[src/rtl/pipe_hazard_ctrl.sv]
// Pipeline stall/flush scheduler: load-use bubbles, memory-wait freeze, branch squash,
// halt drain, memory watchdog and saturating stall counter.
module pipe_hazard_ctrl #(
   parameter int unsigned REG_WORDS    = 32,
   parameter int unsigned MEM_TIMEOUT  = 64,
   parameter int unsigned DRAIN_CYCLES = 2,
   parameter int unsigned CNT_BITS     = 32,
   localparam int unsigned ADDR_LEFT   = $clog2(REG_WORDS) - 1
) (
   input  logic                clk,
   input  logic                rst_,
   input  logic [ADDR_LEFT:0]  rs_s2,
   input  logic [ADDR_LEFT:0]  rt_s2,
   input  logic                use_rs_s2,
   input  logic                use_rt_s2,
   input  logic                sel_mem_s3,
   input  logic                rw_s3,
   input  logic [ADDR_LEFT:0]  waddr_s3,
   input  logic                branch_taken_s3,
   input  logic                sel_mem_s4,
   input  logic                mem_rw_s4,
   input  logic                halt_s4,
   input  logic                dmem_ready,
   output logic                pc_en,
   output logic                ifid_en,
   output logic                idex_en,
   output logic                exmem_en,
   output logic                memwb_en,
   output logic                ifid_flush,
   output logic                idex_flush,
   output logic                halted,
   output logic                mem_err,
   output logic [CNT_BITS-1:0] stall_cnt
);

   localparam int unsigned WAIT_W  = $clog2(MEM_TIMEOUT + 1);
   localparam int unsigned DRAIN_W = $clog2(DRAIN_CYCLES + 1);

   localparam logic [1:0] ST_RUN    = 2'd0;
   localparam logic [1:0] ST_DRAIN  = 2'd1;
   localparam logic [1:0] ST_HALTED = 2'd2;

   logic [1:0]          state, state_nxt;
   logic [WAIT_W-1:0]   wait_cnt, wait_nxt;
   logic [DRAIN_W-1:0]  drain_cnt, drain_nxt;
   logic [CNT_BITS-1:0] stall_nxt;
   logic                err_nxt;
   logic                mem_busy;
   logic                load_use;

   assign mem_busy = (sel_mem_s4 | mem_rw_s4) & ~dmem_ready;
   assign load_use = sel_mem_s3 & rw_s3 & (waddr_s3 != '0) &
                     ((use_rs_s2 & (waddr_s3 == rs_s2)) | (use_rt_s2 & (waddr_s3 == rt_s2)));

   // State register and all registered bookkeeping
   always_ff @(posedge clk or negedge rst_) begin
      if (!rst_) begin
         state     <= ST_RUN;
         wait_cnt  <= '0;
         drain_cnt <= '0;
         stall_cnt <= '0;
         mem_err   <= 1'b0;
         halted    <= 1'b0;
      end else begin
         state     <= state_nxt;
         wait_cnt  <= wait_nxt;
         drain_cnt <= drain_nxt;
         stall_cnt <= stall_nxt;
         mem_err   <= err_nxt;
         halted    <= (state_nxt == ST_HALTED);
      end
   end

   // Next-state, enable/flush decode, watchdog and stall accounting
   always_comb begin
      pc_en      = 1'b0;
      ifid_en    = 1'b0;
      idex_en    = 1'b0;
      exmem_en   = 1'b0;
      memwb_en   = 1'b0;
      ifid_flush = 1'b0;
      idex_flush = 1'b0;
      state_nxt  = state;
      wait_nxt   = wait_cnt;
      drain_nxt  = drain_cnt;
      stall_nxt  = stall_cnt;
      err_nxt    = 1'b0;

      case (state)
         ST_RUN: begin
            if (!mem_busy) begin
               ifid_en  = 1'b1;
               idex_en  = 1'b1;
               exmem_en = 1'b1;
               memwb_en = 1'b1;
               pc_en    = 1'b1;
               if (branch_taken_s3) begin
                  ifid_flush = 1'b1;
                  idex_flush = 1'b1;
               end else if (load_use) begin
                  pc_en      = 1'b0;
                  ifid_en    = 1'b0;
                  idex_flush = 1'b1;
               end
               if (halt_s4) begin
                  state_nxt = ST_DRAIN;
                  drain_nxt = '0;
               end
            end
         end
         ST_DRAIN: begin
            if (!mem_busy) begin
               ifid_en    = 1'b1;
               idex_en    = 1'b1;
               exmem_en   = 1'b1;
               memwb_en   = 1'b1;
               ifid_flush = 1'b1;
               idex_flush = 1'b1;
               if (drain_cnt == DRAIN_W'(DRAIN_CYCLES - 1))
                  state_nxt = ST_HALTED;
               else
                  drain_nxt = drain_cnt + DRAIN_W'(1);
            end
         end
         default: begin
            state_nxt = ST_HALTED;
         end
      endcase

      // HALTED ignores inputs, so watchdog and stall counter only run while active
      if (state == ST_RUN || state == ST_DRAIN) begin
         if (mem_busy) begin
            if (wait_cnt == WAIT_W'(MEM_TIMEOUT - 1)) begin
               err_nxt  = 1'b1;
               wait_nxt = '0;
            end else begin
               wait_nxt = wait_cnt + WAIT_W'(1);
            end
         end else begin
            wait_nxt = '0;
         end
         if (!pc_en && stall_cnt != '1)
            stall_nxt = stall_cnt + CNT_BITS'(1);
      end
   end

endmodule

[config.mk]
export PLATFORM = sky130hd
export DESIGN_NAME = pipe_hazard_ctrl
export DESIGN_NICKNAME = d
export VERILOG_FILES = /design/src/rtl/pipe_hazard_ctrl.sv
export SDC_FILE = /design/constraint.sdc
export NUM_CORES = 1
export LEC_CHECK = 0
export ABC_AREA = 0
export BUFFER_PORTS_ARGS = -buffer_cell sky130_fd_sc_hd__clkbuf_2
export CORE_UTILIZATION = 56
export DETAILED_ROUTE_END_ITERATION = 16
export PLACE_DENSITY = 0.95
export SLEW_MARGIN = 40
export SYNTH_ARGS = -nofsm -noshare
export SYNTH_HDL_FRONTEND = slang
export SYNTH_SLANG_ARGS = --single-unit
[constraint.sdc]
create_clock -name clk -period 3.2 [get_ports clk]
set_clock_uncertainty 0.1 [all_clocks]
set_input_delay 0.32 -clock clk [delete_from_list [all_inputs] [get_ports clk]]
set_output_delay 0.32 -clock clk [all_outputs]
set_load 0.05 [all_outputs]
# After elaboration in Yosys (flattened, before gate mapping)
# Index checks and enable logic that the tools add are counted.
word_totals:
  output_inout_bits: 41
  word_cells: 67
  input_bits: 26
  reg_bits: 45
classes:
  n_addsub: 3
  n_mux: 29
  bitwise: 9
  eq_ne: 11
  reduce_logical: 9
op_table:
  columns: ["cell", "count"]
  rows:
  - ["adder 32 x 1 -> 32 bit, second input constant", 1]
  - ["!= test 32 bit, second input constant", 1]
  - ["2-to-1 mux 2 bit", 8]
  - ["2-to-1 mux 1 bit", 14]
  - ["2-to-1 mux 7 bit", 2]
  - ["equality test 5 bit", 2]
  - ["!= test 2 bit, second input constant", 4]
  - ["case mux 2 bit (2 select lines)", 2]
  - ["adder 7 x 1 -> 7 bit, second input constant", 1]
  - ["equality test 7 x 6 -> 1 bit, second input constant", 1]
  - ["AND 1 bit", 6]
  - ["case mux 1 bit (2 select lines)", 3]
  - ["AND reduction 5 bit", 1]
  - ["nonzero test 5 bit", 1]
  - ["equality test 2 x 1 -> 1 bit, second input constant", 2]
  - ["adder 2 x 1 -> 2 bit, second input constant", 1]
  - ["equality test 2 bit, second input constant", 1]
  - ["zero test 2 bit", 1]
  - ["OR 1 bit", 2]
  - ["AND reduction 2 bit", 1]
  - ["nonzero test 2 bit", 1]
  - ["OR reduction 2 bit", 1]
  - ["logical AND 1 bit", 1]
  - ["zero test 1 bit", 1]
  - ["other kinds (2)", 2]

# Longest topological paths before layout
depth:
  ltp_word: 11
  mapped_depth: 8
  ltp_nobuf: 7

# Worst setup path after synthesis
# No wires, ideal clock.
synth_path:
  path_type: "flip-flop to flip-flop"
  from: "register stall_cnt[0]"
  to: "register stall_cnt[1]"
  arrival_ns: 2.376
  slack_ns: 0.597
  stages_incl_launch_ff: 8
  path_buffers: 1
  period_less_slack_ns: 2.603
  required_ns: 2.972
  path_cell_list: "dfrtp_1 > ha_1 > nand2_1 > or3_1 > or4_4 > nand3_2 > buf_6 > mux2_1"
synth_between:
  elab_chain_cells: 3
  elab_cells_between_ends: 4
  cone_classes: "1 x add/sub; 1 x eq/ne; 2 x reduce/logical"
synth_rtl:
  columns: ["element", "line_no", "text"]
  rows:
  - ["start: declaration", "33", "output logic [CNT_BITS-1:0] stall_cnt"]
  - ["start signal: assignment", "68", "stall_cnt <= stall_nxt;"]
  - ["branches (longest 3 deep; another with adder 32 x 1 -> 32 bit)", null, null]
# Several ways; the timed one is not identified.
# A chain may end at the register's enable or synchronous reset.

# Worst setup path after layout
# Same ends and word-level chain as after synthesis.

==> impl_metrics.toml <==
[power]
p_comb_frac = 0.323
p_leak_nw = 1.49
switching_share = 0.400
p_switching_uw = 745
finalPower_mw = 1.86
powerDensity_nw_per_um2 = 650
p_seq_frac = 0.400
p_int_mw = 1.12
power_frac_clock = 0.278
ir_drop_uv = 321

[yosys]
seq_area_frac_synth = 0.474
avgSynthCellArea_um2 = 9.69
syn_inst = 245
yosys_warnings = 0
synth.net_count = 274
netlist_area_um2 = 2370
synth-seq-cells = 45
yosysUniqueCellTypes = 39

[grt]
grt_pass1_wl_um = 8420
grtUsageTotal = 0.257
antenna_found_initial = 0
overflow = 0
grt_pass1_vias = 1931
grt_max_degree = 46

[cells_and_area]
nets = 342
drive_above_1_share = 0.261
antennaDiodeCount = 0
final_cell_area_um2 = 2870
area_delta_synth_final_pct = 20.8

[cts]
cts_buffer_depth = 2
cts_made_buffers = 5
clk_latency_ns = 0.31
post-cts-setup-buffers = 0
cts.clk_slew.worst_paths_ns = 0.08
clock-sinks = 45
ctsHtreeMaxLevel = 2
cts_root_buf = "clkbuf_8"
hold_buffers = 1
cts_tree = "done"
post_cts_resized = 0

[sta]
relSlewSlack = 0.605
slew_violations = 0
rsz0062_at_grt = "false"
worst_slew_pin_slew_ns = 0.593
post-route-period-util = 0.797
whs_ns = 0.230
final-setup-viol-count = 0
fin_tns_setup_ns = 0
fmax_mhz = 392
hold_viol_final = 0
finalCriticalPeriod_ns = 2.55

[die]
rows = 23
ios = 67
design.core.area_um2 = 4030
die_height_um = 67.1
die_x_um = 67.1
initial_utilization = 0.589
die-area_um2 = 4500

[detailed_routing]
drt_pass1_iterations = 4
ant_nets = 0
wl_um = 5280
wire_per_inst_um = 14.5
drt-vias-per-instance = 5.68
drcViolationCount = 0
route.vias.total = 2068
drt-initial-drc-count = 96

[setup_path]
setup.worst_path.start_class = "register"
r2r_setup_slack_ns = 0.65
crit_type = "reg -> reg"
arrival_ns = 2.64
cp_max_fo = 30
end_kind = "register"
cp_data_required_time_ns = 3.29

[placed_design]
io_buffer_count = 66
gp_congestion = 0.789
place_hpwl_um = 3700
post_dp_cell_area_um2 = 2720

[run_status]
status = "finished, final reports clean"

[hold_path]
hold_class = "in -> reg"

[job]
max-cap-violations = 0
-- cell usage after synthesis, drive strengths merged --
master	number	area share
dfrtp	45	0.47
nand2	27	0.043
xor2	26	0.096
nor2	25	0.040
nor3	18	0.038
xnor2	18	0.066
nand3	13	0.032
nor4	8	0.021
inv	7	0.011
o21ai	7	0.015
a21oi	6	0.013
and3	5	0.013
buf	5	0.021
nand4	4	0.013
and2	3	0.0079
and4	3	0.011
ha	3	0.016
a31o	2	0.0074
clkbuf	2	0.0032
nor2b	2	0.0053
or4	2	0.0079
a21o	1	0.0032
a31oi	1	0.0026
and3b	1	0.0037
mux2	1	0.0047
nand2b	1	0.0026
nand4b	1	0.0037
o2111ai	1	0.0037
o21a	1	0.0032
o21ba	1	0.0042
o21bai	1	0.0032
o221ai	1	0.0037
o22ai	1	0.0026
or2	1	0.0026
or3	1	0.0026
-- path summary, 6_finish.rpt --
kind,cells past startpoint,end,from
setup / recovery,6,stall_cnt[1]$_DFFE_PN0P_,stall_cnt[0]$_DFFE_PN0P_
hold / removal,3,state[0]$_DFF_PN0_,halt_s4
setup reg to reg,6,stall_cnt[1]$_DFFE_PN0P_,stall_cnt[0]$_DFFE_PN0P_
hold reg to reg,1,mem_err$_DFF_PN0_,wait_cnt[6]$_DFFE_PN0P_
max in group asynchronous,2,wait_cnt[1]$_DFFE_PN0P_,rst_
min in group asynchronous,2,stall_cnt[7]$_DFFE_PN0P_,rst_
-- worst max-delay path, stage by stage, from the launching register on --
cell	delay [ns]
dfrtp_1	0.43
ha_1	0.19
nand2_1	0.06
or3_1	0.36
or4_4	0.51
nand3_2	0.42
mux2_1	0.37
-- sequential cells by signal, indices dropped and copies added, names as in the netlist --
register,flops
drain_cnt,2
halted,1
mem_err,1
stall_cnt,32
state,2
wait_cnt,7
-- cell families (layout without fill, tap and decap cells) --
group | Yosys count | in the layout | synth area share
fa+ha+maj | 3 | 3 | 0.0158
mux | 1 | 1 | 0.00474
compound gates | 23 | 23 | 0.0612
buf+inv | 14 | 83 | 0.0348
simple gates | 115 | 115 | 0.247
xor+xnor | 44 | 44 | 0.162
flops | 45 | 45 | 0.474
-- per-stage QoR --
| stage | cells | util | setup WS, ns |
|---|---|---|---|
| after global placement | 355 | 0.675 | 0.731 |
| final | 364 | 0.712 | 0.649 |
| after floorplan | 245 | - | 0.597 |
| after CTS | 364 | 0.712 | 0.658 |
| after global routing | 364 | 0.712 | 0.512 |
| after detailed placement | 355 | 0.675 | 0.672 |
-- cell usage in the layout (no fill, tap or decap), types with 5 or more instances in the layout --
cell / count
clkbuf_2: 65
and3_1: 5
clkbuf_8: 5
o21ai_0: 7
inv_1: 7
xnor2_1: 18
nand2_1: 27
dfrtp_1: 45
nor2_1: 25
xor2_1: 26
nor4_1: 8
nor3_1: 18
nand3_1: 11
a21oi_1: 6
-- power by group through the flow --
stage | logic, mW | clock network (mW) | registers [mW]
CTS | 0.603 | 0.523 | 0.741
finish | 0.601 | 0.518 | 0.745
detailed placement | 0.596 | 0 | 0.750
global placement | 0.583 | 0 | 0.741
floorplan | 0.375 | 0 | 0.856
global route | 0.653 | 0.541 | 0.757
-- per-layer routing --
layer | up-vias | GRT usage | wire, µm
met1 | 1009 | 0.302 | 2210
li1 | 974 | - | -
met2 | 76 | 0.441 | 2630
met3 | 9 | 0.0616 | 312
met5 | - | 0 | 0
met4 | 0 | 0.117 | 125
-- layout make-up --
class	instances	area [µm²]
multi-input combinational	186	1160
inverter	7	26.3
timing repair buffer	68	350
sequential	45	1130
fill	282	1160
tap	50	62.6
clock buffer	5	68.8
clock inverter	3	68.8
(Power assumes the default switching activity.)
